[src/rtl/uart_rx_if.sv]
// Byte-side and serial-side signals of the 8N1 UART receiver.
// The receiver takes the slave modport; the upstream/downstream environment takes the master modport.
interface uart_rx_if;
  logic       rx;
  logic       ready;
  logic [7:0] data;
  logic       valid;
  logic       frame_err;
  logic       overrun;

  modport master (
    output rx, ready,
    input  data, valid, frame_err, overrun
  );

  modport slave (
    input  rx, ready,
    output data, valid, frame_err, overrun
  );
endinterface

[src/rtl/uart_rx.sv]
// 8N1 UART receiver: 2-flop synchroniser, mid-bit sampling FSM and a one-deep
// holding register with valid/ready hand-off, frame-error and overrun pulses.
module uart_rx #(
  parameter int CLKS_PER_BIT = 25,
  parameter int HALF_BIT     = CLKS_PER_BIT / 2
) (
  input logic      clk,
  input logic      rst,
  uart_rx_if.slave bus
);

  localparam int CNT_W = (CLKS_PER_BIT > 1) ? $clog2(CLKS_PER_BIT) : 1;
  localparam logic [CNT_W-1:0] CNT_HALF = CNT_W'(HALF_BIT - 1);
  localparam logic [CNT_W-1:0] CNT_FULL = CNT_W'(CLKS_PER_BIT - 1);

  typedef enum logic [1:0] {IDLE, START, DATA, STOP} state_t;

  state_t           state, state_nxt;
  logic             sync_p0, sync_p1;
  logic             rx_s;
  logic [CNT_W-1:0] cnt;
  logic [2:0]       idx;
  logic [7:0]       shift;
  logic             tick;
  logic             cnt_clr, idx_clr, shift_en, deliver, stop_bad;
  logic [7:0]       data_p0;
  logic             vld_p0, ferr_p0, ovr_p0;
  logic             slot_free, accept;

  assign rx_s = sync_p1;
  // START waits half a bit to land mid start-bit; the other states wait a full bit.
  assign tick = (state == START) ? (cnt == CNT_HALF) : (cnt == CNT_FULL);

  always_ff @(posedge clk or negedge rst) begin
    if (!rst) state <= IDLE;
    else      state <= state_nxt;
  end

  always_comb begin
    state_nxt = state;
    case (state)
      IDLE:    if (!rx_s) state_nxt = START;
      START:   if (tick) state_nxt = rx_s ? IDLE : DATA;
      DATA:    if (tick && idx == 3'd7) state_nxt = STOP;
      STOP:    if (tick) state_nxt = IDLE;
      default: state_nxt = IDLE;
    endcase
  end

  always_comb begin
    cnt_clr  = 1'b0;
    idx_clr  = 1'b0;
    shift_en = 1'b0;
    deliver  = 1'b0;
    stop_bad = 1'b0;
    case (state)
      IDLE:  cnt_clr = 1'b1;
      START: begin
        cnt_clr = tick;
        idx_clr = tick;
      end
      DATA: begin
        cnt_clr  = tick;
        shift_en = tick;
      end
      STOP: begin
        cnt_clr  = tick;
        deliver  = tick & rx_s;
        stop_bad = tick & ~rx_s;
      end
      default: cnt_clr = 1'b1;
    endcase
  end

  // Stage p0/p1: line synchroniser feeding the bit sampler
  always_ff @(posedge clk or negedge rst) begin
    if (!rst) begin
      sync_p0 <= 1'b1;
      sync_p1 <= 1'b1;
      cnt     <= '0;
      idx     <= '0;
      shift   <= '0;
    end else begin
      sync_p0 <= bus.rx;
      sync_p1 <= sync_p0;
      cnt     <= cnt_clr ? '0 : cnt + 1'b1;
      if (idx_clr)       idx <= 3'd0;
      else if (shift_en) idx <= idx + 3'd1;
      if (shift_en) shift <= {rx_s, shift[7:1]};
    end
  end

  // An accept in the same cycle as a delivery frees the slot for the new byte.
  assign accept    = vld_p0 & bus.ready;
  assign slot_free = ~vld_p0 | bus.ready;

  // Stage p0 output: holding register and status pulses
  always_ff @(posedge clk or negedge rst) begin
    if (!rst) begin
      data_p0 <= '0;
      vld_p0  <= 1'b0;
      ferr_p0 <= 1'b0;
      ovr_p0  <= 1'b0;
    end else begin
      if (deliver && slot_free) begin
        data_p0 <= shift;
        vld_p0  <= 1'b1;
      end else if (accept) begin
        vld_p0  <= 1'b0;
      end
      ferr_p0 <= stop_bad;
      ovr_p0  <= deliver & ~slot_free;
    end
  end

  assign bus.data      = data_p0;
  assign bus.valid     = vld_p0;
  assign bus.frame_err = ferr_p0;
  assign bus.overrun   = ovr_p0;

endmodule
[src/flat_wrapper.sv]
// flat-port wrapper written by rule: the top's interface ports become plain ports
module uart_rx_flat 
#(
  parameter int CLKS_PER_BIT = 25,
  parameter int HALF_BIT     = CLKS_PER_BIT / 2
)
  (clk, rst, bus_rx, bus_ready, bus_data, bus_valid, bus_frame_err, bus_overrun);
  uart_rx_if bus_i ();
  input logic clk;
  input logic rst;
  input wire logic [$bits(bus_i.rx)-1:0] bus_rx;
  input wire logic [$bits(bus_i.ready)-1:0] bus_ready;
  output wire logic [$bits(bus_i.data)-1:0] bus_data;
  output wire logic [$bits(bus_i.valid)-1:0] bus_valid;
  output wire logic [$bits(bus_i.frame_err)-1:0] bus_frame_err;
  output wire logic [$bits(bus_i.overrun)-1:0] bus_overrun;
  assign bus_i.rx = bus_rx;
  assign bus_i.ready = bus_ready;
  assign bus_data = bus_i.data;
  assign bus_valid = bus_i.valid;
  assign bus_frame_err = bus_i.frame_err;
  assign bus_overrun = bus_i.overrun;
  uart_rx #(.CLKS_PER_BIT(CLKS_PER_BIT), .HALF_BIT(HALF_BIT)) u_core (.clk(clk), .rst(rst), .bus(bus_i));
endmodule
[config.mk]
export PLATFORM = sky130hd
export DESIGN_NAME = uart_rx_flat
export DESIGN_NICKNAME = d
export VERILOG_FILES = /design/src/rtl/uart_rx_if.sv /design/src/rtl/uart_rx.sv /design/src/flat_wrapper.sv
export SDC_FILE = /design/constraint.sdc
export NUM_CORES = 1
export LEC_CHECK = 0
export CORE_UTILIZATION = 45
export DETAILED_ROUTE_END_ITERATION = 10
export PLACE_DENSITY_LB_ADDON = 0.12
export SETUP_SLACK_MARGIN = 0.3
export SYNTH_ARGS = -nofsm -noshare
export SYNTH_HDL_FRONTEND = slang
export SYNTH_SLANG_ARGS = --single-unit
[constraint.sdc]
create_clock -name clk -period 2.1 [get_ports clk]
set_clock_uncertainty 0.05 [all_clocks]
set_input_delay 0.315 -clock clk [delete_from_list [all_inputs] [get_ports clk]]
set_output_delay 0.315 -clock clk [all_outputs]
set_load 0.05 [all_outputs]
---- Word-level counts from Yosys, hierarchy flattened ----
Cells that the tools add are included.
word-level totals
  bits of input ports ..................... 4
  bits in registers ....................... 31
  logic and storage cells ................. 54
  output and inout bits ................... 11
operators by class
  equal/unequal tests ..................... 10
  reduce and logical (&&, ||, !) cells .... 7
  bitwise logic cells ..................... 8
  add/subtract/negate cells ............... 2
  mux-type cells .......................... 17
operator list
  kind                   number
  $mux W2                5
  $pmux W2 S4            1
  $mux W1                7
  $mux W3                2
  $ne A2 B1 Y1 const B   3
  $add A5 B1 Y5 const B  1
  $eq A5 B4 Y1 const B   1
  $eq A5 B5 Y1 const B   1
  $mux W5                1
  $and A1 B1 Y1          4
  $eq A2 B2 Y1 const B   2
  $reduce_and A4 Y1      1
  $reduce_bool A2 Y1     2
  $add A3 B1 Y3 const B  1
  $eq A3 B3 Y1 const B   1
  $not A1 Y1             3
  $reduce_or A3 Y1       1
  $eq A2 B1 Y1 const B   1
  $logic_and A1 B1 Y1    2
  $logic_not A2 Y1       1
  $ne A2 B2 Y1 const B   1
  $pmux W1 S2            1
  $or A1 B1 Y1           1

---- Depth between registers and ports, before layout ----
  depth in word-level cells ............... 6
  gate-level depth with buffers ........... 5
  gate-level depth less buffers ........... 4

---- Worst setup path before layout ----
No wires, ideal clock.
  path kind ............................... reg-to-reg
  start point ............................. register u_core.cnt[0]
  end point ............................... register u_core.data_p0[0] (netlist: u_core.bus.data[0])
  path slack .............................. 0.290 ns
  arrival time ............................ 1.635 ns
  cell stages (with the launch flop) ...... 5
  clock period less this slack ............ 1.810 ns
  data required time ...................... 1.925 ns
  buffers on the path ..................... 1
  setup time .............................. 0.125 ns
  cell sequence ........................... dfrtp_1 -> nand4bb_1 -> clkbuf_1 -> nor4b_4 -> mux2_2
between the ends
  word-level cells in the longest chain between the ends .. 5
  elaborated cells between the ends (all ways) .. 6
  classes of those cells .................. eq/ne: 2; mux: 2; bitwise: 1; reduce/logical: 1
ends and longest elaborated chain
  element                                              RTL line        source
  from (decl)                                          uart_rx.sv:21   logic [CNT_W-1:0] cnt;
  from (signal assigned)                               uart_rx.sv:86   cnt <= cnt_clr ? '0 : cnt + 1'b1;
  $eq A5 B5 Y1 / $eq A5 B4 Y1 (equally long branches)  uart_rx.sv:32   assign tick = (state == START) ? (cnt == CNT_HALF) : (cnt == CNT_FULL);
  $mux W1 (*)                                          uart_rx.sv:32
  $and A1 B1 Y1 (*)                                    uart_rx.sv:68   deliver = tick & rx_s;
  $mux W1 (*)                                          uart_rx.sv:56   case (state)
  $logic_and A1 B1 Y1 (*)                              uart_rx.sv:105  if (deliver && slot_free) begin
  to (signal assigned)                                 uart_rx.sv:106  data_p0 <= shift;
  to (decl)                                            uart_rx.sv:26   logic [7:0] data_p0;
Every way passes the cells marked *; elsewhere a longest branch is shown, timed or not.
A chain may end at the register's enable or synchronous reset.

---- Worst setup path after layout ----
  start point ............................. register u_core.cnt[1]
  end point ............................... register u_core.data_p0[7] (netlist: u_core.bus.data[7])
Same word-level chain as after synthesis.

==> flow_metrics.tcl <==
set metrics [dict create \
    cp_max_fo 8 \
    worst_hold_startpoint "u_core.sync_p0$_DFF_PN1_" \
    grt_max_degree 32 \
    die_h_um 57 \
    grt_pass1_wl_mm 4.18 \
    p_switching_uw 516 \
    grt_usage_pct 17.0 \
    post-cts-setup-buffers 0 \
    critPathCaptureType "flip-flop" \
    path_class "reg2reg" \
    die_x_um 57 \
    clockBufferDepth 2 \
    yosysSeqAreaShare_pct 57.2 \
    reg2reg_to "u_core.bus.data[7]$_DFFE_PN0P_" \
    start_kind "flip-flop" \
    grt_overflow 0 \
    cts_root_buffer "clkbuf_4" \
    synth_cells 106 \
    max-vdd-ir-drop_mv 0.479 \
    worstRegToRegCells 5 \
    p_seq_share_pct 48.7 \
    dr_total_vias 920 \
    wl_mm 2.39 \
    hpwlAfterDp_mm 1.64 \
    antenna_found_initial 0 \
    core_area_um2 2810 \
    rows 19 \
    htreeDepth 2 \
    gp_congestion 0.724 \
    avgSynthCellArea_um2 12.8 \
    drive_above_1_share_pct 26.9 \
    worst_hold_slack_ns 0.307 \
    clk_latency_ns 0.32 \
    cts_tree "built" \
    hp-class "reg2reg" \
    cts_num_sinks 31 \
    nets 136 \
    period_share_pct 82.7 \
    status "complete, but fails checks" \
    fillCellCount 248 \
    drt_iter0_drc 24 \
    area_delta_synth_final_pct 19.2 \
    tightestPinTransition_ns 0.603 \
    crit_end "u_core.bus.data[7]$_DFFE_PN0P_" \
    swShare_pct 33.0 \
    p_int_mw 1.05 \
    r2r-start "u_core.cnt[1]$_DFF_PN0_" \
    p_leak_nw 0.846 \
    rsz0062_at_grt "false" \
    rrSetupSlack_ns 0.36 \
    violations "DRC" \
    placed_cell_area_um2 1570 \
    crit_required_ns 2.25 \
    io_pins 15 \
    final_core_util_pct 57.9 \
    routed_via_density 5.71 \
    power_frac_comb_pct 28.5 \
    yosysWarnings 0 \
    wl_per_cell_um 14.8 \
    dieArea_um2 3250 \
    initial_utilization_pct 48.5 \
    synth_area_um2 1360 \
    hold_violations 0 \
    hold_buffers 0 \
    max-slew-margin-rel_pct 59.2 \
    ant_nets 0 \
    yosys_register_bits 31 \
    ys_types 32 \
    finalCriticalPeriod_ns 1.74 \
    maxClockFrequency_mhz 576 \
    syn_nets 113 \
    arrival_ns 1.89 \
    final_area_um2 1620 \
    diodes 0 \
    crit_start "u_core.cnt[1]$_DFF_PN0_" \
    final-setup-viol-count 0 \
    top_usage_layer "met2" \
    grt_pass1_vias 921 \
    grt_util_met2_pct 25.9 \
    pwr-share-clk_pct 22.8 \
    slew_viol_final 0 \
    max_cap_violations 0 \
    setup_tns_ns 0 \
    power_density_nw_per_um2 964 \
    port_buffers 14 \
    path_clk_slew_ns 0.09 \
    grt_use_met3_pct 4.76 \
    first_pass_iters 7 \
    drc 2 \
    grtUsageMet1_pct 23.1 \
    cts_made_buffers 5 \
]
repair_timing:
item,4_1_cts,5_1_grt
resized for setup,11,2
hold endpoints to repair,0,0
endpoints found under the setup margin,11,8
pin swaps,0,0
cloned,0,0
critical path, stage by stage (launching register included):
cell and delay [ns]:
dfrtp_1 0.45, nand4bb_1 0.20, buf_4 0.18, nor4b_4 0.20
buf_4 0.21, mux2_2 0.34
metal layers:
metal  routed length, µm  share of wire [%]  vias up
met5                   0                  0        -
met4                  35                1.5        0
met3                  84                3.5        5
met2                1140                 48       15
met1                1120                 47      466
li1                    -                  -      434
power by group through the flow:
stage,Sequential [mW],Clock (mW),Combinational (mW)
2_1_floorplan,0.748,0,0.324
3_3_place_gp,0.763,0,0.432
3_5_place_dp,0.765,0,0.444
4_1_cts,0.756,0.370,0.444
5_1_grt,0.776,0.396,0.500
6_report,0.761,0.357,0.447
worst min path at each step:
stage	to	slack, ns	depth (start not counted)
floorplan	asynchronous set/reset pin	-0.03	0
global placement	u_core.rx_s$_DFF_PN1_	0.30	0
detailed placement	u_core.rx_s$_DFF_PN1_	0.30	0
finish	u_core.rx_s$_DFF_PN1_	0.31	0
global route	u_core.rx_s$_DFF_PN1_	0.31	0
CTS	u_core.rx_s$_DFF_PN1_	0.30	0
cells by family after synthesis:
group | after synthesis | share of synthesized area, %
compound gates | 19 | 9.74
xor+xnor | 1 | 0.643
fa+ha+maj | 3 | 2.76
buf+inv | 6 | 1.75
flops | 31 | 57.2
mux | 17 | 14.0
simple gates | 29 | 14.0
stage by stage:
step | setup WS (ns) | cells | power (mW)
after global placement | 0.294 | 153 | 1.20
after CTS | 0.325 | 161 | 1.57
final | 0.364 | 161 | 1.56
after floorplan | 0.319 | 106 | 1.07
after detailed placement | 0.278 | 153 | 1.21
after global routing | 0.296 | 161 | 1.67
cells in the mapped netlist, drive strengths merged:
master   instances  share of area (%)
a21oi            5                1.8
nand2b           3                1.4
mux2            16                 13
a2bb2oi          1               0.64
clkbuf           4                1.1
nor4bb           1               0.74
o211a            2                1.5
and3             1               0.46
nor4b            1                1.7
nor3b            1               0.55
a21boi           2                1.1
buf              1               0.37
nor3             4                1.5
nor2             4                1.1
nand3            1               0.37
nor4             1               0.46
or3              2               0.92
inv              1               0.28
nand2            5                1.4
ha               3                2.8
dfstp            2                3.9
nand4bb          3                2.5
mux2i            1               0.74
o21a             1               0.55
dfrtp           29                 53
o22ai            1               0.46
xnor2            1               0.64
o21ai            3                1.1
nor2b            2               0.92
a311oi           1               0.64
a22o             1               0.64
a211o            2                1.3
registers in the layout (all words and copies together) (netlist names), named ones only:
signal,cells
u_core.cnt,5
u_core.rx_s,1
u_core.bus.frame_err,1
u_core.bus.overrun,1
u_core.bus.valid,1
u_core.bus.data,8
u_core.shift,8
u_core.idx,3
u_core.sync_p0,1
u_core.state,1
area by class of cell:
class	count	area, µm²	share of cell area [%]
Multi-Input combinational cell	69	562	34.6
Sequential cell	31	779	48.0
Clock inverter	1	5.00	0.308
Inverter	1	3.75	0.231
Timing Repair Buffer	21	179	11.0
Tap cell	31	38.8	2.39
Clock buffer	7	55.1	3.39
cell usage in the layout, fill, tap and decap left out, types with 3 or more instances in the layout:
cell / count
dfrtp_1: 28
mux2_2: 16
dlygate4sd2_1: 11
buf_4: 7
a21oi_1: 5
nand2_1: 5
clkbuf_4: 5
nor2_1: 4
nor3_1: 4
nand4bb_1: 3
o21ai_0: 3
ha_1: 3
clkdlybuf4s50_1: 3
(Power assumes the default switching activity.)
